## src/rtl/rq_arbiter_if.sv

```systemverilog
// Requester-side and formatter-side RQ buses of the arbiter, bundled for port connection.
// master: the arbiter; slave: the requesters/formatter environment.
interface rq_arbiter_if #(
  parameter int unsigned NUM_REQ    = 3,
  parameter int unsigned DATA_WIDTH = 256
);
  localparam int unsigned KEEP_W = DATA_WIDTH / 32;

  logic [NUM_REQ-1:0]            req_valid;
  logic [NUM_REQ-1:0]            req_ready;
  logic [NUM_REQ-1:0]            req_is_write;
  logic [NUM_REQ-1:0]            req_is_read;
  logic [NUM_REQ-1:0]            req_sop;
  logic [NUM_REQ-1:0]            req_last;
  logic [NUM_REQ*64-1:0]         req_addr;
  logic [NUM_REQ*11-1:0]         req_dword_count;
  logic [NUM_REQ*DATA_WIDTH-1:0] req_payload;
  logic [NUM_REQ*KEEP_W-1:0]     req_payload_keep;
  logic [7:0]                    req_tag;

  logic                          rq_ready;
  logic                          rq_valid;
  logic                          rq_is_write;
  logic                          rq_is_read;
  logic                          rq_sop;
  logic                          rq_last;
  logic [63:0]                   rq_addr;
  logic [10:0]                   rq_dword_count;
  logic [7:0]                    rq_tag;
  logic [15:0]                   rq_requester_id;
  logic [2:0]                    rq_tc;
  logic [2:0]                    rq_attr;
  logic [DATA_WIDTH-1:0]         rq_payload;
  logic [KEEP_W-1:0]             rq_payload_keep;

  modport master (
    input  req_valid, req_is_write, req_is_read, req_sop, req_last, req_addr,
           req_dword_count, req_payload, req_payload_keep, rq_ready,
    output req_ready, req_tag, rq_valid, rq_is_write, rq_is_read, rq_sop, rq_last,
           rq_addr, rq_dword_count, rq_tag, rq_requester_id, rq_tc, rq_attr,
           rq_payload, rq_payload_keep
  );

  modport slave (
    output req_valid, req_is_write, req_is_read, req_sop, req_last, req_addr,
           req_dword_count, req_payload, req_payload_keep, rq_ready,
    input  req_ready, req_tag, rq_valid, rq_is_write, rq_is_read, rq_sop, rq_last,
           rq_addr, rq_dword_count, rq_tag, rq_requester_id, rq_tc, rq_attr,
           rq_payload, rq_payload_keep
  );
endinterface

```

## src/rtl/rq_arbiter.sv

```systemverilog
// Round-robin, packet-locked arbiter sharing the RQ formatter between DMA requesters,
// with read-tag allocation, completion-driven tag free and completion owner lookup.
module rq_arbiter #(
  parameter int unsigned NUM_REQ    = 3,
  parameter int unsigned DATA_WIDTH = 256,
  parameter int unsigned TAG_COUNT  = 32,
  parameter logic [7:0]  WRITE_TAG  = 8'hFF
) (
  input  logic               clk,
  input  logic               rst,
  rq_arbiter_if.master       bus,
  input  logic [15:0]        cfg_requester_id,
  input  logic               rc_desc_valid,
  input  logic [7:0]         rc_tag,
  input  logic               rc_request_completed,
  output logic [2:0]         rc_owner,
  output logic               rc_owner_valid,
  output logic [6:0]         tags_outstanding,
  output logic               tag_error
);

  localparam int unsigned IDX_W    = 3;
  localparam int unsigned TAG_W    = 6;
  localparam int unsigned MAX_TAGS = 64;
  localparam int unsigned CNT_W    = 7;
  localparam int unsigned KEEP_W   = DATA_WIDTH / 32;

  localparam logic [0:0] ARB  = 1'b0;
  localparam logic [0:0] XFER = 1'b1;

  logic [0:0]          state, state_nxt;
  logic [IDX_W-1:0]    grant, grant_nxt;
  logic [IDX_W-1:0]    ptr, ptr_nxt;
  logic [7:0]          tag_q, tag_nxt;
  logic [MAX_TAGS-1:0] busy, busy_nxt;
  logic [IDX_W-1:0]    owner [MAX_TAGS];
  logic [CNT_W-1:0]    cnt_nxt;
  logic                err_nxt;

  logic [NUM_REQ-1:0]  elig;
  logic                found, win_write, free_any, alloc, free_hit, beat;
  logic [IDX_W-1:0]    win;
  logic [TAG_W-1:0]    free_tag;

  logic                g_valid, g_write, g_read, g_sop, g_last;
  logic [63:0]         g_addr;
  logic [10:0]         g_dw;
  logic [DATA_WIDTH-1:0] g_payload;
  logic [KEEP_W-1:0]   g_keep;

  logic [TAG_W-1:0]    rc_idx;
  logic                rc_in_range;

  assign rc_idx      = rc_tag[TAG_W-1:0];
  assign rc_in_range = rc_tag < 8'(TAG_COUNT);

  // Completion steering: owner lookup is valid only for in-range busy tags.
  assign rc_owner       = owner[rc_idx];
  assign rc_owner_valid = rc_desc_valid & rc_in_range & busy[rc_idx];

  assign bus.req_tag = tag_q;
  assign bus.rq_tc   = 3'd0;
  assign bus.rq_attr = 3'd0;

  // Fields of the currently granted requester.
  always_comb begin : grant_mux
    g_valid   = 1'b0;
    g_write   = 1'b0;
    g_read    = 1'b0;
    g_sop     = 1'b0;
    g_last    = 1'b0;
    g_addr    = '0;
    g_dw      = '0;
    g_payload = '0;
    g_keep    = '0;
    for (int unsigned i = 0; i < NUM_REQ; i++) begin
      if (grant == IDX_W'(i)) begin
        g_valid   = bus.req_valid[i];
        g_write   = bus.req_is_write[i];
        g_read    = bus.req_is_read[i];
        g_sop     = bus.req_sop[i];
        g_last    = bus.req_last[i];
        g_addr    = bus.req_addr[i*64 +: 64];
        g_dw      = bus.req_dword_count[i*11 +: 11];
        g_payload = bus.req_payload[i*DATA_WIDTH +: DATA_WIDTH];
        g_keep    = bus.req_payload_keep[i*KEEP_W +: KEEP_W];
      end
    end
  end

  // Formatter port is driven only while a packet is locked in.
  always_comb begin : port_out
    bus.req_ready       = '0;
    bus.rq_valid        = 1'b0;
    bus.rq_is_write     = 1'b0;
    bus.rq_is_read      = 1'b0;
    bus.rq_sop          = 1'b0;
    bus.rq_last         = 1'b0;
    bus.rq_addr         = '0;
    bus.rq_dword_count  = '0;
    bus.rq_tag          = '0;
    bus.rq_requester_id = '0;
    bus.rq_payload      = '0;
    bus.rq_payload_keep = '0;
    if (state == XFER) begin
      bus.rq_valid        = g_valid;
      bus.rq_is_write     = g_write;
      bus.rq_is_read      = g_read;
      bus.rq_sop          = g_sop;
      bus.rq_last         = g_last;
      bus.rq_addr         = g_addr;
      bus.rq_dword_count  = g_dw;
      bus.rq_tag          = tag_q;
      bus.rq_requester_id = cfg_requester_id;
      bus.rq_payload      = g_payload;
      bus.rq_payload_keep = g_keep;
      for (int unsigned i = 0; i < NUM_REQ; i++) begin
        if (grant == IDX_W'(i)) bus.req_ready[i] = bus.rq_ready;
      end
    end
  end

  always_comb begin : next_state
    state_nxt = state;
    grant_nxt = grant;
    ptr_nxt   = ptr;
    tag_nxt   = tag_q;
    busy_nxt  = busy;
    cnt_nxt   = tags_outstanding;
    err_nxt   = tag_error;
    alloc     = 1'b0;
    free_hit  = 1'b0;
    free_any  = 1'b0;
    free_tag  = '0;
    found     = 1'b0;
    win       = '0;
    win_write = 1'b0;
    elig      = '0;

    for (int unsigned t = 0; t < TAG_COUNT; t++) begin
      if (!free_any && !busy[t]) begin
        free_any = 1'b1;
        free_tag = TAG_W'(t);
      end
    end

    for (int unsigned i = 0; i < NUM_REQ; i++) begin
      elig[i] = bus.req_valid[i] & bus.req_sop[i] & (bus.req_is_write[i] | free_any);
    end

    // Rotating priority: scan indices at/after the pointer first, then wrap.
    for (int unsigned i = 0; i < NUM_REQ; i++) begin
      if (!found && elig[i] && (IDX_W'(i) >= ptr)) begin
        found     = 1'b1;
        win       = IDX_W'(i);
        win_write = bus.req_is_write[i];
      end
    end
    for (int unsigned i = 0; i < NUM_REQ; i++) begin
      if (!found && elig[i] && (IDX_W'(i) < ptr)) begin
        found     = 1'b1;
        win       = IDX_W'(i);
        win_write = bus.req_is_write[i];
      end
    end

    beat = g_valid & bus.rq_ready;

    case (state)
      ARB: begin
        if (found) begin
          grant_nxt = win;
          tag_nxt   = win_write ? WRITE_TAG : 8'(free_tag);
          state_nxt = XFER;
        end
      end
      XFER: begin
        if (beat) begin
          if (g_sop && g_read) alloc = 1'b1;
          if (g_last) begin
            ptr_nxt   = (grant == IDX_W'(NUM_REQ - 1)) ? '0 : grant + IDX_W'(1);
            state_nxt = ARB;
          end
        end
      end
      default: state_nxt = ARB;
    endcase

    if (rc_desc_valid && rc_request_completed && rc_in_range) begin
      if (busy[rc_idx]) free_hit = 1'b1;
      else              err_nxt  = 1'b1;
    end

    if (free_hit) busy_nxt[rc_idx] = 1'b0;
    if (alloc)    busy_nxt[tag_q[TAG_W-1:0]] = 1'b1;
    cnt_nxt = tags_outstanding + CNT_W'(alloc) - CNT_W'(free_hit);
  end

  always_ff @(posedge clk) begin
    if (rst) begin
      state            <= ARB;
      grant            <= '0;
      ptr              <= '0;
      tag_q            <= '0;
      busy             <= '0;
      tags_outstanding <= '0;
      tag_error        <= 1'b0;
    end else begin
      state            <= state_nxt;
      grant            <= grant_nxt;
      ptr              <= ptr_nxt;
      tag_q            <= tag_nxt;
      busy             <= busy_nxt;
      tags_outstanding <= cnt_nxt;
      tag_error        <= err_nxt;
    end
  end

  always_ff @(posedge clk) begin
    if (rst) begin
      for (int unsigned t = 0; t < MAX_TAGS; t++) owner[t] <= '0;
    end else if (alloc) begin
      owner[tag_q[TAG_W-1:0]] <= grant;
    end
  end

endmodule

```

## src/flat_wrapper.sv

```systemverilog
// flat-port wrapper written by rule: the top's interface ports become plain ports
module rq_arbiter_flat 
#(
  parameter int unsigned NUM_REQ    = 3,
  parameter int unsigned DATA_WIDTH = 256,
  parameter int unsigned TAG_COUNT  = 32,
  parameter logic [7:0]  WRITE_TAG  = 8'hFF
)
  (clk, rst, cfg_requester_id, rc_desc_valid, rc_tag, rc_request_completed, rc_owner, rc_owner_valid, tags_outstanding, tag_error, bus_req_valid, bus_req_is_write, bus_req_is_read, bus_req_sop, bus_req_last, bus_req_addr, bus_req_dword_count, bus_req_payload, bus_req_payload_keep, bus_rq_ready, bus_req_ready, bus_req_tag, bus_rq_valid, bus_rq_is_write, bus_rq_is_read, bus_rq_sop, bus_rq_last, bus_rq_addr, bus_rq_dword_count, bus_rq_tag, bus_rq_requester_id, bus_rq_tc, bus_rq_attr, bus_rq_payload, bus_rq_payload_keep);
  rq_arbiter_if #(.NUM_REQ(NUM_REQ), .DATA_WIDTH(DATA_WIDTH)) bus_i ();
  input  logic clk;
  input  logic rst;
  input  logic [15:0] cfg_requester_id;
  input  logic rc_desc_valid;
  input  logic [7:0] rc_tag;
  input  logic rc_request_completed;
  output logic [2:0] rc_owner;
  output logic rc_owner_valid;
  output logic [6:0] tags_outstanding;
  output logic tag_error;
  input wire logic [$bits(bus_i.req_valid)-1:0] bus_req_valid;
  input wire logic [$bits(bus_i.req_is_write)-1:0] bus_req_is_write;
  input wire logic [$bits(bus_i.req_is_read)-1:0] bus_req_is_read;
  input wire logic [$bits(bus_i.req_sop)-1:0] bus_req_sop;
  input wire logic [$bits(bus_i.req_last)-1:0] bus_req_last;
  input wire logic [$bits(bus_i.req_addr)-1:0] bus_req_addr;
  input wire logic [$bits(bus_i.req_dword_count)-1:0] bus_req_dword_count;
  input wire logic [$bits(bus_i.req_payload)-1:0] bus_req_payload;
  input wire logic [$bits(bus_i.req_payload_keep)-1:0] bus_req_payload_keep;
  input wire logic [$bits(bus_i.rq_ready)-1:0] bus_rq_ready;
  output wire logic [$bits(bus_i.req_ready)-1:0] bus_req_ready;
  output wire logic [$bits(bus_i.req_tag)-1:0] bus_req_tag;
  output wire logic [$bits(bus_i.rq_valid)-1:0] bus_rq_valid;
  output wire logic [$bits(bus_i.rq_is_write)-1:0] bus_rq_is_write;
  output wire logic [$bits(bus_i.rq_is_read)-1:0] bus_rq_is_read;
  output wire logic [$bits(bus_i.rq_sop)-1:0] bus_rq_sop;
  output wire logic [$bits(bus_i.rq_last)-1:0] bus_rq_last;
  output wire logic [$bits(bus_i.rq_addr)-1:0] bus_rq_addr;
  output wire logic [$bits(bus_i.rq_dword_count)-1:0] bus_rq_dword_count;
  output wire logic [$bits(bus_i.rq_tag)-1:0] bus_rq_tag;
  output wire logic [$bits(bus_i.rq_requester_id)-1:0] bus_rq_requester_id;
  output wire logic [$bits(bus_i.rq_tc)-1:0] bus_rq_tc;
  output wire logic [$bits(bus_i.rq_attr)-1:0] bus_rq_attr;
  output wire logic [$bits(bus_i.rq_payload)-1:0] bus_rq_payload;
  output wire logic [$bits(bus_i.rq_payload_keep)-1:0] bus_rq_payload_keep;
  assign bus_i.req_valid = bus_req_valid;
  assign bus_i.req_is_write = bus_req_is_write;
  assign bus_i.req_is_read = bus_req_is_read;
  assign bus_i.req_sop = bus_req_sop;
  assign bus_i.req_last = bus_req_last;
  assign bus_i.req_addr = bus_req_addr;
  assign bus_i.req_dword_count = bus_req_dword_count;
  assign bus_i.req_payload = bus_req_payload;
  assign bus_i.req_payload_keep = bus_req_payload_keep;
  assign bus_i.rq_ready = bus_rq_ready;
  assign bus_req_ready = bus_i.req_ready;
  assign bus_req_tag = bus_i.req_tag;
  assign bus_rq_valid = bus_i.rq_valid;
  assign bus_rq_is_write = bus_i.rq_is_write;
  assign bus_rq_is_read = bus_i.rq_is_read;
  assign bus_rq_sop = bus_i.rq_sop;
  assign bus_rq_last = bus_i.rq_last;
  assign bus_rq_addr = bus_i.rq_addr;
  assign bus_rq_dword_count = bus_i.rq_dword_count;
  assign bus_rq_tag = bus_i.rq_tag;
  assign bus_rq_requester_id = bus_i.rq_requester_id;
  assign bus_rq_tc = bus_i.rq_tc;
  assign bus_rq_attr = bus_i.rq_attr;
  assign bus_rq_payload = bus_i.rq_payload;
  assign bus_rq_payload_keep = bus_i.rq_payload_keep;
  rq_arbiter #(.NUM_REQ(NUM_REQ), .DATA_WIDTH(DATA_WIDTH), .TAG_COUNT(TAG_COUNT), .WRITE_TAG(WRITE_TAG)) u_core (.clk(clk), .rst(rst), .bus(bus_i), .cfg_requester_id(cfg_requester_id), .rc_desc_valid(rc_desc_valid), .rc_tag(rc_tag), .rc_request_completed(rc_request_completed), .rc_owner(rc_owner), .rc_owner_valid(rc_owner_valid), .tags_outstanding(tags_outstanding), .tag_error(tag_error));
endmodule
```

## config.mk

```make
export PLATFORM = sky130hd
export DESIGN_NAME = rq_arbiter_flat
export DESIGN_NICKNAME = d
export VERILOG_FILES = /design/src/rtl/rq_arbiter_if.sv /design/src/rtl/rq_arbiter.sv /design/src/flat_wrapper.sv
export SDC_FILE = /design/constraint.sdc
export NUM_CORES = 1
export LEC_CHECK = 0
export BUFFER_PORTS_ARGS = -buffer_cell sky130_fd_sc_hd__buf_2
export CAP_MARGIN = 25
export CORE_AREA = 3 3 570 572
export CTS_BUF_LIST = sky130_fd_sc_hd__clkbuf_16
export DETAILED_ROUTE_END_ITERATION = 10
export DIE_AREA = 0 0 573 575
export HOLD_SLACK_MARGIN = 0.03
export PLACE_DENSITY = 0.3
export SYNTH_ARGS = -nofsm -noshare
export SYNTH_HDL_FRONTEND = slang
export SYNTH_SLANG_ARGS = --single-unit
```

## constraint.sdc

```tcl
create_clock -name clk -period 4.29 [get_ports clk]
set_input_delay 0 -clock clk [delete_from_list [all_inputs] [get_ports clk]]
set_output_delay 0 -clock clk [all_outputs]
set_load 0.1 [all_outputs]
```

==> results.toml, run 1 <==
[worst_setup_path]
critPathRequiredTime_ns = 4.29
r2r_start = "u_core.busy[30]"
critPathArrivalTime_ns = 4.05
start_kind = "register"
crit_start = "u_core.grant[0]"
rr_worst_depth = 18
worstSetupEndpointType = "output port"
critical_path_class = "register to output port"
r2r_slack_ns = 0.51
cp_max_fo = 149
r2r_end = "u_core.tags_outstanding[6]"

[clock_network]
clockBufferDepth = 2
path_clk_slew_ns = 0.08
cts_setup_buffers = 0
cts_tree = "done"
cts_resized = 0
clock-sinks = 180
cts_htree_levels = 4
cts-root-buf = "clkbuf_16"
insertion_delay_ns = 0.46
numCtsBuffers = 17

[sta]
skew_ns = 0.0107
fin_hold_ws_ns = 0.0539
worst_slew_pin_slew_ns = 1.41
post-route-period-util = 0.945
hold_viol = 0
slew-limit-headroom = 0.0567
drv_slew = 0
setup_viol = 0
period_needed_ns = 4.05
rsz0062_at_grt = "no"
fmax_ghz = 0.247

[final_layout]
final_nets = 4956
fin_area_um2 = 32000
drive_gt1_frac = 0.436
area.growth.synth_to_final_pct = 79.0

[logic_synthesis]
yosysSeqAreaShare = 0.273
async_reset_ff_frac = 0
synth_seq_cells = 180
synth_edf_count = 128
synth.area.top_cells = "edfxtp_1 (21%), mux2i_1 (20%), nor2_1 (17%), a21oi_1 (10%), dfxtp_1 (5.8%)"
syn_area_um2 = 17900
yosys_warnings = 0
synthFlopType = "edfxtp_1"
synth_top_area_share = 0.215
ys_top_cells_by_count = "nor2_1 (792), a21oi_1 (358), mux2i_1 (351), clkbuf_1 (201), edfxtp_1 (128)"
synth_cell_types = 71
synth_area_leader_cell = "edfxtp_1"
syn_area_per_cell_um2 = 7.13
synth.most_common_cell = "nor2_1"
syn_inst = 2509

[die]
design.core.area_um2 = 321000
io_pins = 1458
die_x_um = 573
fp-row-count = 208
die-area_um2 = 329000
die_h_um = 575
floorplan.initialDensity = 0.0558

[pwr]
netSwitchingFraction = 0.600
peakVddDrop_mv = 0.286
power_density_nw_per_um2 = 326
pwr-share-clk = 0.160
pwr-share-comb = 0.649
pwr-share-seq = 0.191
switchingPower_w = 0.00627
leakagePower_nw = 13.6
p_int_w = 0.00417

[drt]
via_per_inst = 3.20
wl_per_cell_um = 33.4
drc = 0
ant_nets = 0
wirelength_mm = 276
firstDrtPassIters = 6
drtIter0Drc = 2131
vias = 26353

[hold_path]
min_path_cells = 4
min-delay-start = "bus_req_sop[0]"
hold_path.class = "input port to register"
hold_end = "u_core.grant[1]"

[place]
port_buffers = 1450
place_hpwl_mm = 247
gp_congestion = 0.986
dpl_cell_area_um2 = 31300

[grt]
antenna_found_initial = 187
grt_max_degree = 150
overflow = 0
grt_use_total = 0.159
grt_pass1_vias = 26959
grt_pass1_wl_mm = 335

[job]
drv_cap = 0

[status]
status = "finished, final reports clean"
## power by group through the flow
stage,clock network (W),registers [W],logic [W]
after floorplan,0,0.00211,0.00367
after global placement,0,0.00203,0.00685
after detailed placement,0,0.00203,0.00694
after CTS,0.00171,0.00199,0.00695
after global routing,0.00177,0.00200,0.00706
final,0.00167,0.00199,0.00677
## worst max-delay path: stages (launching register included)
cell,delay (ns)
dfxtp_4,0.49
buf_4,0.57
buf_12,0.49
nor2_1,0.51
a21oi_1,0.60
buf_4,0.21
nor2_1,0.04
buf_2,0.32
## cell usage in the layout (no fill, tap or decap), types with 5 or more instances in the layout
cell	Yosys	routed
o211ai_1	5	5
o21ai_0	78	78
buf_6	1	9
a311oi_1	5	5
nor3_1	11	8
nor2_1	792	788
edfxtp_1	128	128
nand4_1	20	20
o311ai_0	32	32
a31oi_1	14	14
mux2_2	6	6
nand2_1	76	76
buf_12	0	9
buf_2	6	1398
a21oi_1	358	332
clkbuf_16	0	17
buf_4	11	174
conb_1	1	7
inv_6	0	6
a21o_1	20	20
nand3_1	21	21
diode_2	0	43
buf_8	0	17
ha_1	7	7
and2_1	31	32
nand2b_1	7	7
and3_1	60	60
a21oi_2	0	26
inv_1	26	26
a22oi_1	48	48
or3_1	6	6
nor2b_1	9	8
a22o_1	7	7
dfxtp_1	52	50
a221oi_1	10	10
mux2i_1	351	351
## stage by stage
step | setup slack [ns] | cells | TNS, ns | total power [W] | util
2_1_floorplan | 0.960 | 2515 | 0 | 0.00578 | -
3_3_place_gp | -0.404 | 8133 | -0.833 | 0.00888 | 0.0958
3_5_place_dp | 0.224 | 8171 | 0 | 0.00897 | 0.0976
4_1_cts | 0.119 | 8205 | 0 | 0.0106 | 0.0995
5_1_grt | 0.163 | 8226 | 0 | 0.0108 | 0.0997
6_report | 0.236 | 8248 | 0 | 0.0104 | 0.0998
## how the worst max path moves through the flow
stage                                       to
finish                     bus_rq_payload[220]
global route                bus_rq_payload[60]
CTS                         bus_rq_payload[60]
detailed placement  u_core.tags_outstanding[6]
global placement    u_core.tags_outstanding[6]
floorplan                          rc_owner[1]
## state kept, by name, indices dropped and copies added (netlist names)
name,count
u_core.bus.req_tag,6
u_core.busy,32
u_core.grant,2
u_core.owner,128
u_core.ptr,3
u_core.state,1
u_core.tag_error,1
u_core.tags_outstanding,7
## final cells by class
cell class | instances | area (um^2)
Sequential cell | 180 | 4890
Inverter | 27 | 109
Timing Repair Buffer | 1610 | 8890
Multi-Input combinational cell | 2051 | 12000
Clock buffer | 17 | 425
Fill cell | 38094 | 289000
Clock inverter | 15 | 168
Tap cell | 4305 | 5390
Antenna cell | 43 | 108
## cells by family after synthesis
| logic type | synth area share |
|---|---|
| AND/OR/NAND/NOR | 0.251 |
| AO/OA/AOI/OAI | 0.201 |
| multiplexers | 0.203 |
| buffers and inverters | 0.0627 |
| flip-flops | 0.273 |
| adder cells (fa/ha/maj) | 0.00602 |
| XOR/XNOR | 0.00245 |
| other | 0.000210 |
## layer usage
layer,up-vias,global-route usage,part of all wire
met4,100,0.0491,0.037
met2,1419,0.275,0.48
met3,348,0.0481,0.075
met1,12887,0.188,0.40
met5,-,0,0.0023
li1,11599,-,-
## timing repair
item	4_1_cts	5_1_grt
hold endpoints to repair	4	0
hold buffers	2	0
endpoints found under the setup margin	0	0
Note: power is estimated with default switching activity, not from simulation.
==> run 2: changes to the inputs <==
PLACE_DENSITY = not set   (was 0.3)
PLACE_DENSITY_LB_ADDON = 0.1   (was not set)
==> results.toml, run 2 (synthesis gave the netlist of run 1 again) <==
[status]
status = "finished, final reports clean"

[worst_setup_path]
critPathRequiredTime_ns = 4.29
critPathArrivalTime_ns = 4.11
rr_worst_depth = 19
critical_path_class = "register to output port"
start_kind = "register"
r2r_slack_ns = 0.75
r2r_end = "u_core.tags_outstanding[6]"
worstSetupEndpointType = "output port"
cp_max_fo = 109
r2r_start = "u_core.busy[25]"

[place]
port_buffers = 1450
gp_congestion = 0.913
dpl_cell_area_um2 = 31100
place_hpwl_mm = 270

[clock_network]
insertion_delay_ns = 0.49
cts-root-buf = "clkbuf_16"
clock-sinks = 180
cts_setup_buffers = 0
cts_htree_levels = 4
cts_tree = "done"
clockBufferDepth = 2
numCtsBuffers = 17
cts_resized = 0
path_clk_slew_ns = 0.08

[drt]
via_per_inst = 3.18
ant_nets = 0
drc = 0
vias = 26100
firstDrtPassIters = 5
wirelength_mm = 301
drtIter0Drc = 1537
wl_per_cell_um = 36.6

[grt]
overflow = 0
grt_pass1_wl_mm = 361
antenna_found_initial = 311
grt_pass1_vias = 26827
grt_max_degree = 139
grt_use_total = 0.175

[die]
io_pins = 1458
die_x_um = 573
die_h_um = 575
fp-row-count = 208
floorplan.initialDensity = 0.0558
design.core.area_um2 = 321000
die-area_um2 = 329000

[final_layout]
largest_reg_flops = 128
layout_commonest_cell = "buf_2"
fin_area_um2 = 31900
final_util = 0.0994
top_regs = "u_core.owner x128, u_core.busy x32, u_core.tags_outstanding x7"
final_nets = 4898
final_cell_mix = "buf_2 (1327), nor2_1 (792), a21oi_1 (358)"
drive_gt1_frac = 0.419
area.growth.synth_to_final_pct = 78.1
top_register = "u_core.owner"
num-fill-cells = 38099

[hold_path]
hold_end = "u_core.grant[1]"
hold_path.class = "input port to register"
min-delay-start = "bus_req_sop[0]"
min_path_cells = 4

[pwr]
power_density_nw_per_um2 = 323
total_power_w = 0.0103
leakagePower_nw = 13.4
peakVddDrop_mv = 0.312

[job]
drv_cap = 0

[sta]
slew-limit-headroom = 0.0789
hold_viol = 0
setup_viol = 0
rsz0062_at_grt = "no"
drv_slew = 0
tns_ns = 0
fmax_ghz = 0.243
worst_slew_pin_slew_ns = 1.38
period_needed_ns = 4.11
skew_ns = 0.0133
post-route-period-util = 0.958
-- run 2: cell types whose count changed in the layout (fill, tap and decap cells not counted), sizes merged --
cell      change
diode        +28
buf          -58
clkinv        +3
inv           -1
bufinv        -1
clkinvlp      -1
-- run 2: metal layers --
| metal | share of wire | track usage |
|---|---|---|
| met5 | 0.0044 | 0 |
| met4 | 0.034 | 0.0437 |
| met3 | 0.11 | 0.0900 |
| met2 | 0.49 | 0.310 |
| met1 | 0.36 | 0.181 |
-- run 2: timing repair --
action	CTS	global route
setup endpoints to repair	0	0
hold buffers	2	0
endpoints found under the hold margin	4	0
-- run 2: how the worst max path moves through the flow --
stage,from,endpoint,slack [ns],depth (start not counted)
after CTS,u_core.grant[1],bus_rq_payload[137],0.14,6
final,u_core.grant[1],bus_rq_payload[137],0.18,6
after detailed placement,rc_tag[2],u_core.tags_outstanding[6],0.56,20
after global routing,u_core.grant[1],bus_rq_payload[137],0.14,6
after floorplan,rc_tag[0],rc_owner[1],0.96,10
after global placement,rc_tag[2],u_core.tags_outstanding[6],0.19,19
-- run 2: final cells by class --
type / count / area [um^2] / area share
repair buffers: 1552 / 8800 / 0.276
clock buffers: 17 / 425 / 0.0134
diodes: 71 / 178 / 0.00558
inverters: 27 / 109 / 0.00342
clock inverters: 15 / 148 / 0.00463
flip-flops and latches: 180 / 4890 / 0.154
multi-input cells: 2051 / 11900 / 0.374
well taps: 4305 / 5390 / 0.169
-- run 2: per-stage QoR --
step | hold WS, ns | std cells | setup slack (ns)
finish | 0.125 | 8218 | 0.179
global route | 0.0751 | 8164 | 0.139
CTS | 0.0861 | 8147 | 0.135
detailed placement | 0.433 | 8113 | 0.558
global placement | 0.431 | 8110 | 0.187
floorplan | 0.246 | 2515 | 0.960
-- run 2: worst max-delay path: stages (launching register included) --
cell and delay [ns]:
dfxtp_4 0.46, nor2b_4 0.29, buf_12 0.33, buf_4 0.78
a21oi_1 0.45, nor2_1 0.38, buf_2 0.51
-- run 2: report_power, final --
part | switching, W | internal, W | total [W]
clock network | 0.000859 | 0.000818 | 0.00168
registers | 0.0000731 | 0.00191 | 0.00199
logic | 0.00527 | 0.00135 | 0.00661
==> run 3: changes to the inputs <==
BUFFER_PORTS_ARGS = -buffer_cell sky130_fd_sc_hd__buf_4   (was -buffer_cell sky130_fd_sc_hd__buf_2)
RECOVER_POWER = 100   (was not set)
==> results.toml, run 3 (synthesis gave the netlist of run 1 again) <==
[drt]
ant_nets = 0
via_per_inst = 3.15
wirelength_mm = 307
wl_per_cell_um = 37.4
vias = 25790
drtIter0Drc = 1544
firstDrtPassIters = 5
drc = 0

[pwr]
total_power_w = 0.0106
leakagePower_nw = 13.7
power_density_nw_per_um2 = 312
peakVddDrop_mv = 0.274

[final_layout]
final_cell_mix = "buf_4 (1161), nor2_1 (792), a21oi_1 (352)"
final_nets = 4921
num-fill-cells = 37836
top_register = "u_core.owner"
largest_reg_flops = 128
top_regs = "u_core.owner x128, u_core.busy x32, u_core.tags_outstanding x7"
multi_input_area_um2 = 11900
layoutNonFillerInstCount = 8195
final_util = 0.106
fin_area_um2 = 33900
drive_gt1_frac = 0.391
regArea_um2 = 4890
layout_commonest_cell = "buf_4"
area.growth.synth_to_final_pct = 89.7

[clock_network]
clockBufferDepth = 2
cts_setup_buffers = 0
insertion_delay_ns = 0.49
clock-sinks = 180
path_clk_slew_ns = 0.07
cts_htree_levels = 4
ctsHoldBuffers = 5
cts_tree = "done"
numCtsBuffers = 17
cts_resized = 0
cts-root-buf = "clkbuf_16"

[die]
floorplan.initialDensity = 0.0558
fp-row-count = 208
design.core.area_um2 = 321000
die_x_um = 573
die-area_um2 = 329000
die_h_um = 575
io_pins = 1458

[status]
violations = "capacitance limit, slew limit"
status = "finished with violations"

[worst_setup_path]
worstPathCellList = "clkbuf_2 > buf_12 > nor2_1 > a21oi_1 > nor2_1 > buf_2"
worstSetupEndpointType = "output port"
start_kind = "register"
cp_max_fo = 105
critPathArrivalTime_ns = 4.04
cpMostUsedCell = "nor2_1"
slowest_stage = "buf_2"
critPathRequiredTime_ns = 4.29
cp_slowest_stage_delay_ns = 0.82
critical_path_class = "register to output port"
cp_num_buf_inv = 3
critPathTopFamily = "buffers and inverters"

[grt]
antenna_found_initial = 214
grt_use_total = 0.178
grt_pass1_vias = 26885
grt_max_degree = 138
overflow = 0
grt_pass1_wl_mm = 368

[sta]
worst_slew_pin_slew_ns = 1.96
fmax_ghz = 0.248
skew_ns = 0.0117
post-route-period-util = 0.941
rsz0062_at_grt = "no"
hold_viol = 0
setup_slack_ns = 0.254
drv_slew = 100
slew-limit-headroom = -0.299
period_needed_ns = 4.04
setup_viol = 0

[place]
gp_congestion = 0.887
port_buffers = 1450
place_ws_ns = 0.282
dp_cells = 8133
place_hpwl_mm = 274
dpl_cell_area_um2 = 34400

[job]
drv_cap = 23

[hold_path]
hold_path.class = "input port to register"
run 3: cell count changes in the layout (fill, tap and decap cells not counted), moves of 6 or more:
cell      previous run  this run
clkbuf_1             0       123
buf_2             1327         7
clkbuf_2             0       248
a21oi_2              0         6
buf_6                1        12
a21oi_1            358       352
buf_8                0         7
buf_12              35         9
buf_4              186      1161
diode_2             71        25
run 3: worst paths after layout:
path               startpoint                 end  slack [ns]  cells past startpoint
min reg2reg  u_core.tag_error    u_core.tag_error        0.49                      1
min              bus_rq_ready       u_core.ptr[0]        0.06                      4
max           u_core.grant[0]  bus_rq_payload[89]        0.25                      6
max reg2reg   u_core.busy[17]     u_core.grant[1]        0.30                      7
run 3: through the flow:
stage	setup TNS [ns]	hold WS, ns
3_3_place_gp	-0.332	0.463
2_1_floorplan	0	0.246
3_5_place_dp	0	0.462
4_1_cts	0	0.0325
6_report	0	0.0598
5_1_grt	0	0.0711
run 3: layout make-up:
type / count / area share
antenna: 25 / 0.00184
clock buffer: 19 / 0.0140
clock inverter: 13 / 0.00376
inverter: 27 / 0.00321
multi-input combinational: 2051 / 0.352
sequential: 180 / 0.144
tap: 4305 / 0.159
timing repair buffer: 1575 / 0.322
run 3: tightest hold or removal path: stages:
cell and delay, ns:
buf_4 0.12, nand3_1 0.19, nand2_1 0.12, a21oi_1 0.05
run 3: routing by layer:
metal,vias up,share of wire,track usage
met3,436,0.11,0.0933
met5,-,0.0036,0
li1,11513,-,-
met2,1204,0.50,0.320
met4,168,0.025,0.0287
met1,12469,0.36,0.186
run 3: power by group:
| part | leakage, nW | internal [W] | switching, W |
|---|---|---|---|
| logic | 11.6 | 0.00152 | 0.00534 |
| clock network | 0.306 | 0.000924 | 0.000810 |
| registers | 1.76 | 0.00191 | 0.0000771 |
| total | 13.7 | 0.00436 | 0.00623 |
